[config.mk]
export PLATFORM = sky130hd
export DESIGN_NAME = delayed_branch_sched
export DESIGN_NICKNAME = d
export VERILOG_FILES = /design/src/rtl/delayed_branch_sched.sv
export SDC_FILE = /design/constraint.sdc
export NUM_CORES = 1
export LEC_CHECK = 0
export CORE_MARGIN = 8
export CORE_UTILIZATION = 57
export DETAILED_ROUTE_END_ITERATION = 8
export PLACE_DENSITY = 0.8
export SYNTH_ARGS = -nofsm -noshare
export SYNTH_HDL_FRONTEND = slang
export SYNTH_SLANG_ARGS = --single-unit
[constraint.sdc]
create_clock -name clk -period 6.7 [get_ports clk]
set_clock_uncertainty 0.1 [all_clocks]
set_input_delay 1.34 -clock clk [delete_from_list [all_inputs] [get_ports clk]]
set_output_delay 1.34 -clock clk [all_outputs]
set_load 0.02 [all_outputs]
[src/rtl/delayed_branch_sched.sv]
// rtl/delayed_branch_sched.sv - delayed-branch queue, flag-timed condition check and p0 re-injection
// Optional feature macro DBS_PERF_CNT_EN adds issued/discarded event counters.
module delayed_branch_sched #(
  parameter int DEPTH    = 4,
  parameter int FLAG_LAT = 2
) (
  input  logic        clk,
  input  logic        rst,
  input  logic        fetch_next_in,
  input  logic        p0_valid_in,
  input  logic [15:0] p0_delayed_B_in,
  input  logic [2:0]  p0_delayed_cond_in,
  input  logic        p1_valid_in,
  input  logic [15:0] p1_delayed_B_in,
  input  logic [2:0]  p1_delayed_cond_in,
  input  logic        N,
  input  logic        V,
  input  logic        Z,
  input  logic        flags_valid_in,
  input  logic        halted_in,
  output logic [15:0] inject_IR_out,
  output logic        p0_do_delayed_B,
  output logic        p1_do_delayed_B,
  output logic        flush_out,
  output logic        full_out,
`ifdef DBS_PERF_CNT_EN
  output logic [15:0] issued_cnt_out,
  output logic [15:0] discarded_cnt_out,
`endif
  output logic        overflow_out
);

  localparam int PW = $clog2(DEPTH);
  localparam int CW = PW + 1;
  localparam int AW = $clog2(FLAG_LAT + 1);
  localparam logic [AW-1:0] AGE_MAX = AW'(FLAG_LAT);
  localparam logic [CW-1:0] DEPTH_C = CW'(DEPTH);
  localparam logic [2:0]    COND_NV = 3'd0;

  typedef enum logic [1:0] {IDLE, WAIT, EVAL, ISSUE} state_t;

  state_t        state_q, state_d;
  logic [15:0]   word_q [DEPTH];
  logic [15:0]   word_d [DEPTH];
  logic [2:0]    cond_q [DEPTH];
  logic [2:0]    cond_d [DEPTH];
  logic [AW-1:0] age_q  [DEPTH];
  logic [AW-1:0] age_d  [DEPTH];
  logic [PW-1:0] head_q, head_d, tail_q, tail_d;
  logic [CW-1:0] count_q, count_d;
  logic [15:0]   inject_q, inject_d;
  logic [2:0]    flags_q, flags_d;
  logic          ovf_q, ovf_d;

  logic          run, advance, hit, flush, pop, cap_ok;
  logic          p0_want, p1_want, p0_push, p1_push;
  logic [CW-1:0] free_slots;
  logic [PW-1:0] p1_slot;

  // flags packed as {N, V, Z}
  function automatic logic cond_hit(input logic [2:0] c, input logic [2:0] f);
    logic lt;
    lt = f[2] ^ f[1];
    case (c)
      3'd0:    cond_hit = 1'b0;
      3'd1:    cond_hit = 1'b1;
      3'd2:    cond_hit = f[0];
      3'd3:    cond_hit = ~f[0];
      3'd4:    cond_hit = lt;
      3'd5:    cond_hit = lt | f[0];
      3'd6:    cond_hit = ~(lt | f[0]);
      default: cond_hit = ~lt;
    endcase
  endfunction

  always_comb begin
    state_d  = state_q;
    word_d   = word_q;
    cond_d   = cond_q;
    age_d    = age_q;
    inject_d = inject_q;
    flags_d  = flags_q;

    run     = ~halted_in;
    advance = run & fetch_next_in;
    hit     = cond_hit(cond_q[head_q], flags_q);
    flush   = run & (state_q == EVAL) & hit;
    pop     = run & (state_q == EVAL) & ~hit;

    // A flush squashes the same-cycle lane captures as wrong-path.
    cap_ok     = advance & (state_q != ISSUE) & ~flush;
    p0_want    = cap_ok & p0_valid_in & (p0_delayed_cond_in != COND_NV);
    p1_want    = cap_ok & p1_valid_in & (p1_delayed_cond_in != COND_NV);
    free_slots = DEPTH_C - count_q;
    p0_push    = p0_want & (free_slots != '0);
    p1_push    = p1_want & (free_slots > CW'(p0_push));
    p1_slot    = tail_q + PW'(p0_push);

    for (int i = 0; i < DEPTH; i++) begin
      if (advance && age_q[i] != AGE_MAX) begin
        age_d[i] = age_q[i] + 1'b1;
      end
    end

    if (p0_push) begin
      word_d[tail_q] = p0_delayed_B_in;
      cond_d[tail_q] = p0_delayed_cond_in;
      age_d[tail_q]  = '0;
    end
    if (p1_push) begin
      word_d[p1_slot] = p1_delayed_B_in;
      cond_d[p1_slot] = p1_delayed_cond_in;
      age_d[p1_slot]  = '0;
    end

    tail_d  = tail_q + PW'(p0_push) + PW'(p1_push);
    head_d  = head_q + PW'(pop);
    count_d = count_q + CW'(p0_push) + CW'(p1_push) - CW'(pop);
    ovf_d   = ovf_q | (p0_want & ~p0_push) | (p1_want & ~p1_push);

    // Everything behind a taken branch is wrong-path, so the whole queue goes.
    if (flush) begin
      head_d   = '0;
      tail_d   = '0;
      count_d  = '0;
      inject_d = word_q[head_q];
    end

    case (state_q)
      IDLE: begin
        if (p0_push || p1_push) state_d = WAIT;
      end
      WAIT: begin
        if (run && flags_valid_in && age_q[head_q] == AGE_MAX) begin
          state_d = EVAL;
          flags_d = {N, V, Z};
        end
      end
      EVAL: begin
        if (flush) begin
          state_d = ISSUE;
        end else if (pop) begin
          state_d = (count_d != '0) ? WAIT : IDLE;
        end
      end
      ISSUE: begin
        if (advance) state_d = IDLE;
      end
      default: state_d = IDLE;
    endcase
  end

  always_ff @(posedge clk) begin
    if (rst) begin
      state_q  <= IDLE;
      head_q   <= '0;
      tail_q   <= '0;
      count_q  <= '0;
      inject_q <= '0;
      flags_q  <= '0;
      ovf_q    <= 1'b0;
      for (int i = 0; i < DEPTH; i++) begin
        word_q[i] <= '0;
        cond_q[i] <= '0;
        age_q[i]  <= '0;
      end
    end else begin
      state_q  <= state_d;
      head_q   <= head_d;
      tail_q   <= tail_d;
      count_q  <= count_d;
      inject_q <= inject_d;
      flags_q  <= flags_d;
      ovf_q    <= ovf_d;
      word_q   <= word_d;
      cond_q   <= cond_d;
      age_q    <= age_d;
    end
  end

`ifdef DBS_PERF_CNT_EN
  logic [15:0] issued_q, issued_d, discarded_q, discarded_d;

  always_comb begin
    issued_d    = issued_q;
    discarded_d = discarded_q;
    if (flush && issued_q != 16'hFFFF) issued_d = issued_q + 16'd1;
    if (pop && discarded_q != 16'hFFFF) discarded_d = discarded_q + 16'd1;
  end

  always_ff @(posedge clk) begin
    if (rst) begin
      issued_q    <= '0;
      discarded_q <= '0;
    end else begin
      issued_q    <= issued_d;
      discarded_q <= discarded_d;
    end
  end

  assign issued_cnt_out    = issued_q;
  assign discarded_cnt_out = discarded_q;
`endif

  assign flush_out       = flush;
  assign p0_do_delayed_B = (state_q == ISSUE);
  assign inject_IR_out   = (state_q == ISSUE) ? inject_q : 16'h0000;
  assign p1_do_delayed_B = 1'b0;
  assign full_out        = (count_q == DEPTH_C);
  assign overflow_out    = ovf_q;

endmodule

---- After elaboration in Yosys (flattened, before gate mapping) ----
Cells that the tools add are included.
cells by class
  $add $sub $neg .......................... 11
  multipliers ............................. 0
  divide/modulo/power cells ............... 0
  $lt $le $gt $ge ......................... 6
  equal/unequal tests ..................... 20
  shift operators ......................... 0
  muxes and demuxes ....................... 45
  bitwise operators ....................... 33
  reductions and logical operators ........ 18
operators with widths
  operator             count
  $bwmux 64            2
  $mux 64              2
  $mux 16              5
  $demux 16 s2         2
  $bmux 16 s2          1
  $mux 2               13
  $bwmux 12            2
  $mux 12              2
  $and 8x8->8          2
  $mux 8               2
  $not 8->8            2
  $mux 3               5
  $and 1x1->1          14
  $ne 2x2->1 const B   7
  $demux 3 s2          2
  $eq 3x3->1 const B   4
  $reduce_bool 3->1    4
  $ge 3x3->1 const B   3
  $not 2->3            3
  $add 2x1->2 const B  4
  $demux 2 s2          2
  $logic_and 1x1->1    8
  $not 1->1            8
  $pmux 2 s4           1
  24 further kinds     33
word-level totals
  register bits ........................... 113
  latch bits .............................. 0
  bits in writable memories ............... 0
  bits in read-only memories .............. 0
  bits of input ports ..................... 48
  output and inout port bits .............. 21
  word-level logic and storage cells ...... 152
  memories ................................ 0

---- Logic depth before layout (Yosys ltp) ----
  word-level depth ........................ 22
  gate-level depth with buffers ........... 21
  gate-level depth less buffers ........... 18

---- Worst setup path before layout ----
No wires, ideal clock.
  path kind ............................... input-to-reg
  from .................................... in halted_in
  to ...................................... reg state_q[0]
  setup time .............................. 132 ps
  arrival ................................. 5,007 ps
  data required time ...................... 6,468 ps
  setup slack ............................. 1,461 ps
  stages .................................. 19
  buffers on the path ..................... 4
  path through ............................ nand2b_1 -> nor2_1 -> clkbuf_1 -> clkbuf_1 -> and3_1 -> ha_1 -> o21ai_0 -> nor2b_1 -> clkbuf_1 -> clkbuf_1 -> and3_1 -> fa_1 -> inv_1 -> fa_1 -> xnor2_1 -> xnor2_1 -> nand4b_1 -> o221ai_1 -> a21oi_1
between the ends
  longest elaborated chain between the ends .. 18
  elaborated cells between the ends (all ways) .. 32
  classes of those cells .................. add/sub (3); order compare (1); eq/ne (4); mux (5); bitwise (14); reduce/logical (5)
ends and longest elaborated chain
  what                      RTL line  source
  start, declared           20        input logic halted_in,
  $not 1->1 (*)             84        run = ~halted_in;
  $and 1x1->1               87, 88
  $and 1x1->1               87        flush = run & (state_q == EVAL) & hit;
  $not 1->1                 91        cap_ok = advance & (state_q != ISSUE) & ~flush;
  $and 1x1->1               91
  $and 1x1->1 (2 in a row)  92        p0_want = cap_ok & p0_valid_in & (p0_delayed_cond_in != COND_NV);
  $and 1x1->1               95        p0_push = p0_want & (free_slots != '0);
  $gt 3x1->1                96        p1_push = p1_want & (free_slots > CW'(p0_push));
  $and 1x1->1               96
  $add 3x1->3               118       count_d = count_q + CW'(p0_push) + CW'(p1_push) - CW'(pop);
  $sub 3x1->3               118
  $mux 3                    122       if (flush) begin
  $reduce_bool 3->1         143       state_d = (count_d != '0) ? WAIT : IDLE;
  $mux 1                    143
  $mux 2                    142       end else if (pop) begin
  $mux 2                    140       if (flush) begin
  $pmux 2 s4                129       case (state_q)
  end signal, assigned      168       state_q <= state_d;
  end, declared             42        state_t state_q, state_d;
Mark *: on every way between the ends. The rest lies on a longest branch, timed or not. The select of a mux whose other input is x is not followed.
A chain may end at the register's enable or synchronous reset.

---- Worst setup path after layout ----
  from .................................... in p0_delayed_cond_in[1]
  to ...................................... reg word_q[15] (netlist bit)
between the ends
  longest elaborated chain between the ends .. 11
  elaborated cells between the ends (all ways) .. 15
  classes of those cells .................. add/sub (1); order compare (3); mux (5); bitwise (4); reduce/logical (2)
ends and longest elaborated chain
  what                                                            RTL line  source
  start, declared                                                 12        input logic [2:0] p0_delayed_cond_in,
  $reduce_bool 3->1 (*)                                           92
  $and 1x1->1 (*)                                                 92
  $and 1x1->1 (*)                                                 95
  $add 2x1->2                                                     97        p1_slot = tail_q + PW'(p0_push);
  $not 2->3 (not written as such)                                 111       word_d[p1_slot] = p1_delayed_B_in;
  $ge 3x3->1 (not written as such) or $lt 3x1->1 (tied branches)  111
  $logic_and 1x1->1 (not written as such)                         111
  $mux 16 (not written as such)                                   111
  $demux 16 s2                                                    111
  $bwmux 64                                                       111
  $mux 64 (*)                                                     110       if (p1_push) begin
  end signal, assigned                                            175       word_q <= word_d;
  end, declared                                                   43        logic [15:0] word_q [DEPTH];
Mark *: on every way between the ends. The rest lies on a longest branch, timed or not.

==> summary.txt <==
# DRC: 0
Final period util: 0.795
Die X: 123 um
first-pass GRT wire length: 33100 um
critical path peak fanout: 76
sw frac: 0.264
EDFF count, synth: 0
Ys Warns: 0
share of layout cells above drive strength 1: 0.0943
vias per cell: 7.07
hold_buf cts: 0
syn_area_per_cell: 8.57 um^2
ys async rst share: 0
H-Tree Level Count: 4
Buffers & Inverters on Critical Path: 3
Clock power frac: 0.494
status: complete, no violations
number of global-route vias before repair: 6502
Psw: 0.529 mW
measured slew at the worst slew-check pin: 1210 ps
CORE AREA: 0.0113 mm^2
TritonCTS clock tree: yes
global-route congestion overflow total: 0
Area growth, synth to finish: 19.2%
internal power: 1.47 mW
# port buffers: 67
die height: 123 um
Slew Limit Fails: 0
row count: 39
initial DRC count: 892
Largest stage delay, worst path: 620 ps
Static Leak: 2.95 nW
hold crit path type: register to register
combinational power share: 0.145
Initial Util: 0.577
initial antenna violation count: 0
Max IR drop VDD: 0.139 mV
WL final: 21100 um
Setup-failing EPs final: 0
Final Critical Period: 5320 ps
setup TNS: 0 ps
antenna viol nets, final: 0
postcts setup bufs: 0
ys flop type: dfxtp_1
Req. time, crit path: 6920 ps
final RePlAce weighted congestion: 0.897
Crit. End Element: register
post-synthesis sequential area ratio: 0.348
clk sink count: 113
DR WL/cell: 22.7 um
RSZ-0062 raised after global routing: no
Crit path max-delay family: buffers and inverters
FMAX: 0.188 GHz
CP Class: primary input to register
sequential share of power: 0.361
CP Data Arrival Time: 5550 ps
CP max-delay cell: buf_4
nets: 834
Slew headroom: 0.192
clk_lat worst skew: 410 ps
largest net degree at the start of global routing: 115
max-cap violations: 0
CP cell instances: clkdlybuf4s50_1, o31ai_1, a21oi_1, buf_4, and3_1, ha_1, o21ai_0, nor2b_4, buf_4, and3_1, nand2_1, a31oi_1
layout filler cell count: 874
Synth cell types: 47
Worst Setup Start Kind: primary input
Longest Clk Path Bufs: 2
Syn Nets: 821
drt pass-1 iters: 7
cell area after layout: 0.00775 mm^2
total number of vias: 6564
DP Area: 0.00711 mm^2
total CTS buffers: 17
total die area: 0.0151 mm^2
Seq cells post-synth: 113
Synth Instances: 759
Global Route Usage Sum: 0.277
synthesized cell area: 0.00650 mm^2
Ports: 69
Root Driver: clkbuf_16
clk slew on worst S/H paths: 60 ps
post-CTS sizing: 0
PwrDens: 258 mW/mm^2
HPWL Detailed: 12600 um
final-report hold violation count: 0
ANT cells: 0
==> through the flow <==
step            util  cells  worst slack, ps  total power [mW]  hold WS (ps)
3_5_place_dp   0.631    896             1230              1.01           345
4_1_cts        0.688    928             1600              1.99           352
5_1_grt        0.688    928             1270              2.05           366
6_report       0.688    928             1380              2.00           350
2_1_floorplan      -    759             1460             0.911           332
3_3_place_gp   0.631    896             1380              1.00           339
==> final cells by class <==
cell class / instances / area [um^2] / share of cell area
Clock buffer: 17 / 425 / 0.0549
Tap cell: 143 / 179 / 0.0231
Timing Repair Buffer: 84 / 796 / 0.103
Sequential cell: 113 / 2260 / 0.292
Inverter: 16 / 60.1 / 0.00775
Clock inverter: 15 / 216 / 0.0279
Multi-Input combinational cell: 540 / 3810 / 0.492
==> power groups by stage <==
stage	Sequential, mW	Clock (mW)	Combinational (mW)
2_1_floorplan	0.728	0	0.183
3_3_place_gp	0.734	0	0.267
3_5_place_dp	0.736	0	0.278
4_1_cts	0.722	0.988	0.282
5_1_grt	0.726	1.02	0.308
6_report	0.723	0.990	0.290
==> path summary, 6_finish.rpt <==
kind | end | cells past startpoint | slack (ps) | start
hold / removal | inject_q[11] | 2 | 350 | inject_q[11]
setup / recovery | word_q[15] | 12 | 1380 | p0_delayed_cond_in[1]
setup reg to reg | word_q[15] | 13 | 1750 | head_q[1]
hold reg to reg | inject_q[11] | 2 | 350 | inject_q[11]
==> Yosys cell counts (all sizes together) (3+ instances only) <==
cell type | count | area share
dfxtp | 113 | 0.35
o21ai | 89 | 0.068
a31oi | 69 | 0.066
a41o | 68 | 0.10
clkbuf | 64 | 0.037
nand3 | 56 | 0.043
nor2 | 48 | 0.028
nand2 | 39 | 0.023
buf | 26 | 0.021
and3 | 24 | 0.023
a21oi | 22 | 0.017
mux4 | 19 | 0.066
or3b | 16 | 0.022
inv | 15 | 0.0087
ha | 12 | 0.023
xnor2 | 10 | 0.013
a221oi | 9 | 0.012
and4 | 8 | 0.011
and2 | 7 | 0.0067
nand2b | 5 | 0.0048
nor4 | 4 | 0.0038
nor4bb | 4 | 0.0062
mux2i | 3 | 0.0046
nand4 | 3 | 0.0029
nor2b | 3 | 0.0029
==> tightest hold or removal path, delay by kind of cell (launching register included) <==
family / cells / cell delay [ps]
AOI/OAI and AO/OA: 1 / 50
DFF: 1 / 300
and+or+nand+nor: 1 / 50
==> per-layer routing <==
metal	wire [um]	share of wire	track usage	up-vias
li1	-	-	-	2964
met1	8080	0.38	0.342	3099
met2	9990	0.47	0.440	406
met3	2250	0.11	0.0764	95
met4	763	0.036	0.133	0
met5	0	0	0	-
==> cells in the final DEF (no fill, tap or decap), drive strengths merged, types with 8 or more instances in the layout <==
master           n
nand3           56
a31oi           69
buf             18
and3            24
clkbuf          17
nor2            48
mux4            19
a21oi           22
inv             15
xnor2           10
and4             8
dfxtp          113
a41o            68
o21ai           89
nand2           39
ha              12
clkdlybuf4s50   66
a221oi           9
or3b            16
==> state kept, by name, summed over array words and instances (netlist names) <==
register,flops
overflow_out,1
state_q,2
word_q,64
inject_q,16
count_q,3
tail_q,2
head_q,2
age_q,8
flags_q,3
cond_q,12
==> cell families (layout without fill, tap and decap cells) <==
kind of cell               after synthesis  after routing  synth area share
xor gates and xnor gates                12             12            0.0162
other                                    1              1          0.000577
AOI/OAI and AO/OA                      269            269             0.287
buffers and inverters                  106            132            0.0669
muxes                                   22             22            0.0704
and+or+nand+nor                        222            222             0.182
DFF                                    113            113             0.348
adders and majority gates               14             14            0.0292
(Power assumes the default switching activity.)
==> edit: new RTL, config.mk and constraints unchanged <==
Add a define of `DBS_PERF_CNT_EN`.
--- a/src/rtl/delayed_branch_sched.sv
+++ b/src/rtl/delayed_branch_sched.sv
@@ -2,2 +2,4 @@
 // Optional feature macro DBS_PERF_CNT_EN adds issued/discarded event counters.
+`define DBS_PERF_CNT_EN
+
 module delayed_branch_sched #(
Check against the original RTL (old outputs only; new: discarded_cnt_out and issued_cnt_out): equivalent (equiv_simple and equiv_induct, registers matched by name and starting in step).
==> edit against the original RTL <==
Sequential cell count rose by 32. First-iteration DRC count is 13% higher. Wire length grew 17%. Worst setup slack worse by 0.019 ns. Design area up 25%. Hold slack gained 0.0034 ns. Area after synthesis rose by 26%. Power increased by 6.5%. Critical path type is now flop to output pin. Largest power group unchanged. Highest routed layer unchanged.
==> edit: results (changes against the original RTL) <==
Status:
- Outcome: finished, final reports clean (unchanged).

Critical path:
- The largest fanout on the critical path is 78 (was 76).
- The critical path endpoint is flush_out (was word_q[15]).
- The cell count of the worst reg-to-reg path came to 12 (was 13).
- The highest-delay cell along the critical path is sky130_fd_sc_hd__dfxtp_1 (was sky130_fd_sc_hd__buf_4).
- The delay of the slowest cell on the worst path is 0.81 ns (was 0.62 ns).
- The endpoint of the lowest-slack register-to-register path is word_q[9] (was word_q[15]).
- The register-to-register setup slack came to 1.46 ns (was 1.75 ns).
- The start point of the critical path is head_q[0] (was p0_delayed_cond_in[1]).

Final layout:
- The final net count came to 1049 (was 834).
- The filler cell count in the final layout is 1160 (was 874).
- The share of post-route cells with drive strength above 1 is 9.127% (was 9.427%).

Synthesis:
- Top cells by area, synth: sky130_fd_sc_hd__dfxtp_1 35%, sky130_fd_sc_hd__a41o_1 7.8%, sky130_fd_sc_hd__mux4_2 5.2% (was sky130_fd_sc_hd__dfxtp_1 35%, sky130_fd_sc_hd__a41o_1 10%, sky130_fd_sc_hd__a31oi_1 6.6%).
- The number of unique standard cell types used by synthesis is 65 (was 47).
- The total of warnings raised by yosys came to 0 (unchanged).
- The sequential area share after synthesis is 35.30% (was 34.78%).
- List of most frequent post-synthesis cells: 145 x sky130_fd_sc_hd__dfxtp_1, 84 x sky130_fd_sc_hd__o21ai_0, 73 x sky130_fd_sc_hd__clkbuf_1, 73 x sky130_fd_sc_hd__nor2_1, 66 x sky130_fd_sc_hd__a31oi_1 (was 113 x sky130_fd_sc_hd__dfxtp_1, 85 x sky130_fd_sc_hd__o21ai_0, 69 x sky130_fd_sc_hd__a31oi_1).

Routing:
- The total vias in the final route is 8077 (was 6564).
- The number of DRC markers after the initial detailed-route iteration is 1008 (was 892).
- The number of optimization iterations in the first detailed-route pass is 5 (was 7).
- The total wire length is 24600 microns (was 21080 microns).

Timing:
- The actual slew at the worst max-slew pin is 1.128 ns (was 1.212 ns).
- The share of the clock period used by the worst path came to 79.74% (was 79.46%).

Clock tree:
- The later-pin clock latency in the skew report is 0.43 ns (was 0.41 ns).

Place:
- The pre-CTS setup slack is 1.328 ns (was 1.227 ns).
- The final RePlAce weighted congestion is 0.9063 (was 0.8972).
- The half-perimeter wire length after placement was 15230 microns (was 12590 microns).
- The number of buffers added on ports is 99 (was 67).

Pwr:
- The peak supply drop is 0.1752 mV (was 0.1387 mV).

GRT:
- The largest net degree at the start of global routing is 93 (was 115).
- The combined global-route utilization of all metal layers was 26.60% (was 27.72%).
- The global-route wire length before repair is 39710 microns (was 33130 microns).
edit: changes by cell type after synthesis, sizes merged, moves of 9 or more:
cell    change
and3        +9
clkbuf      +9
dfxtp      +32
mux2        +9
nand2      +10
nor2       +25
nor3        +9
nor4       +10
xnor2      +12
edit: cell families (layout without fill, tap and decap cells):
group | count (synthesis) | in the layout | synth area share, %
simple gates | 329 | 329 | 21.94
compound gates | 284 | 284 | 24.09
flops | 145 | 145 | 35.30
buf+inv | 123 | 166 | 6.512
mux | 33 | 33 | 7.045
xor+xnor | 23 | 23 | 2.450
fa+ha+maj | 16 | 16 | 2.617
other cells | 1 | 1 | 0.04560
edit: layer usage:
layer / GRT usage [%] / routed length, microns / vias up
li1: - / - / 3691
met1: 35.73 / 10290 / 3850
met2: 40.65 / 11180 / 484
met3: 6.430 / 2558 / 52
met4: 9.823 / 564 / 0
met5: 0 / 0 / -
edit: how the worst min path moves through the flow:
stage | start | to | depth (start not counted)
after global placement | inject_q[15] | inject_q[15] | 2
after CTS | inject_q[15] | inject_q[15] | 2
after detailed placement | inject_q[15] | inject_q[15] | 2
after floorplan | inject_q[15] | inject_q[15] | 2
final | inject_q[15] | inject_q[15] | 2
after global routing | inject_q[9] | inject_q[9] | 2
edit: cell type report:
| type | instances | area share, % |
|---|---|---|
| multi-input combinational | 686 | 49.53 |
| clock inverter | 4 | 0.4910 |
| sequential | 145 | 29.98 |
| clock buffer | 27 | 5.401 |
| tap | 184 | 2.378 |
| timing repair buffer | 115 | 11.45 |
| inverter | 20 | 0.7753 |
edit: power breakdown:
group          switching [W]  leakage, nW  internal (W)
Clock               0.000359        0.279      0.000567
Combinational       0.000178         2.13      0.000116
Sequential         0.0000210         1.17      0.000892
edit: per-stage QoR:
step	hold WS [ns]	cell area [sq um]	util (%)	total power (W)	cells
floorplan	0.3319	8223	-	0.001114	954
global placement	0.3398	9112	63.66	0.001211	1150
detailed placement	0.3422	9112	63.66	0.001216	1150
CTS	0.3502	9683	67.65	0.002130	1181
global route	0.3632	9683	67.65	0.002199	1181
finish	0.3532	9683	67.65	0.002133	1181
edit: critical path: cells and delay by family, from the launching register on:
family | cells | cell delay, ns
flip-flops | 1 | 0.81
AO/OA/AOI/OAI | 1 | 0.23
multiplexers | 1 | 0.66
buffers and inverters | 3 | 1.28
AND/OR/NAND/NOR | 2 | 0.46
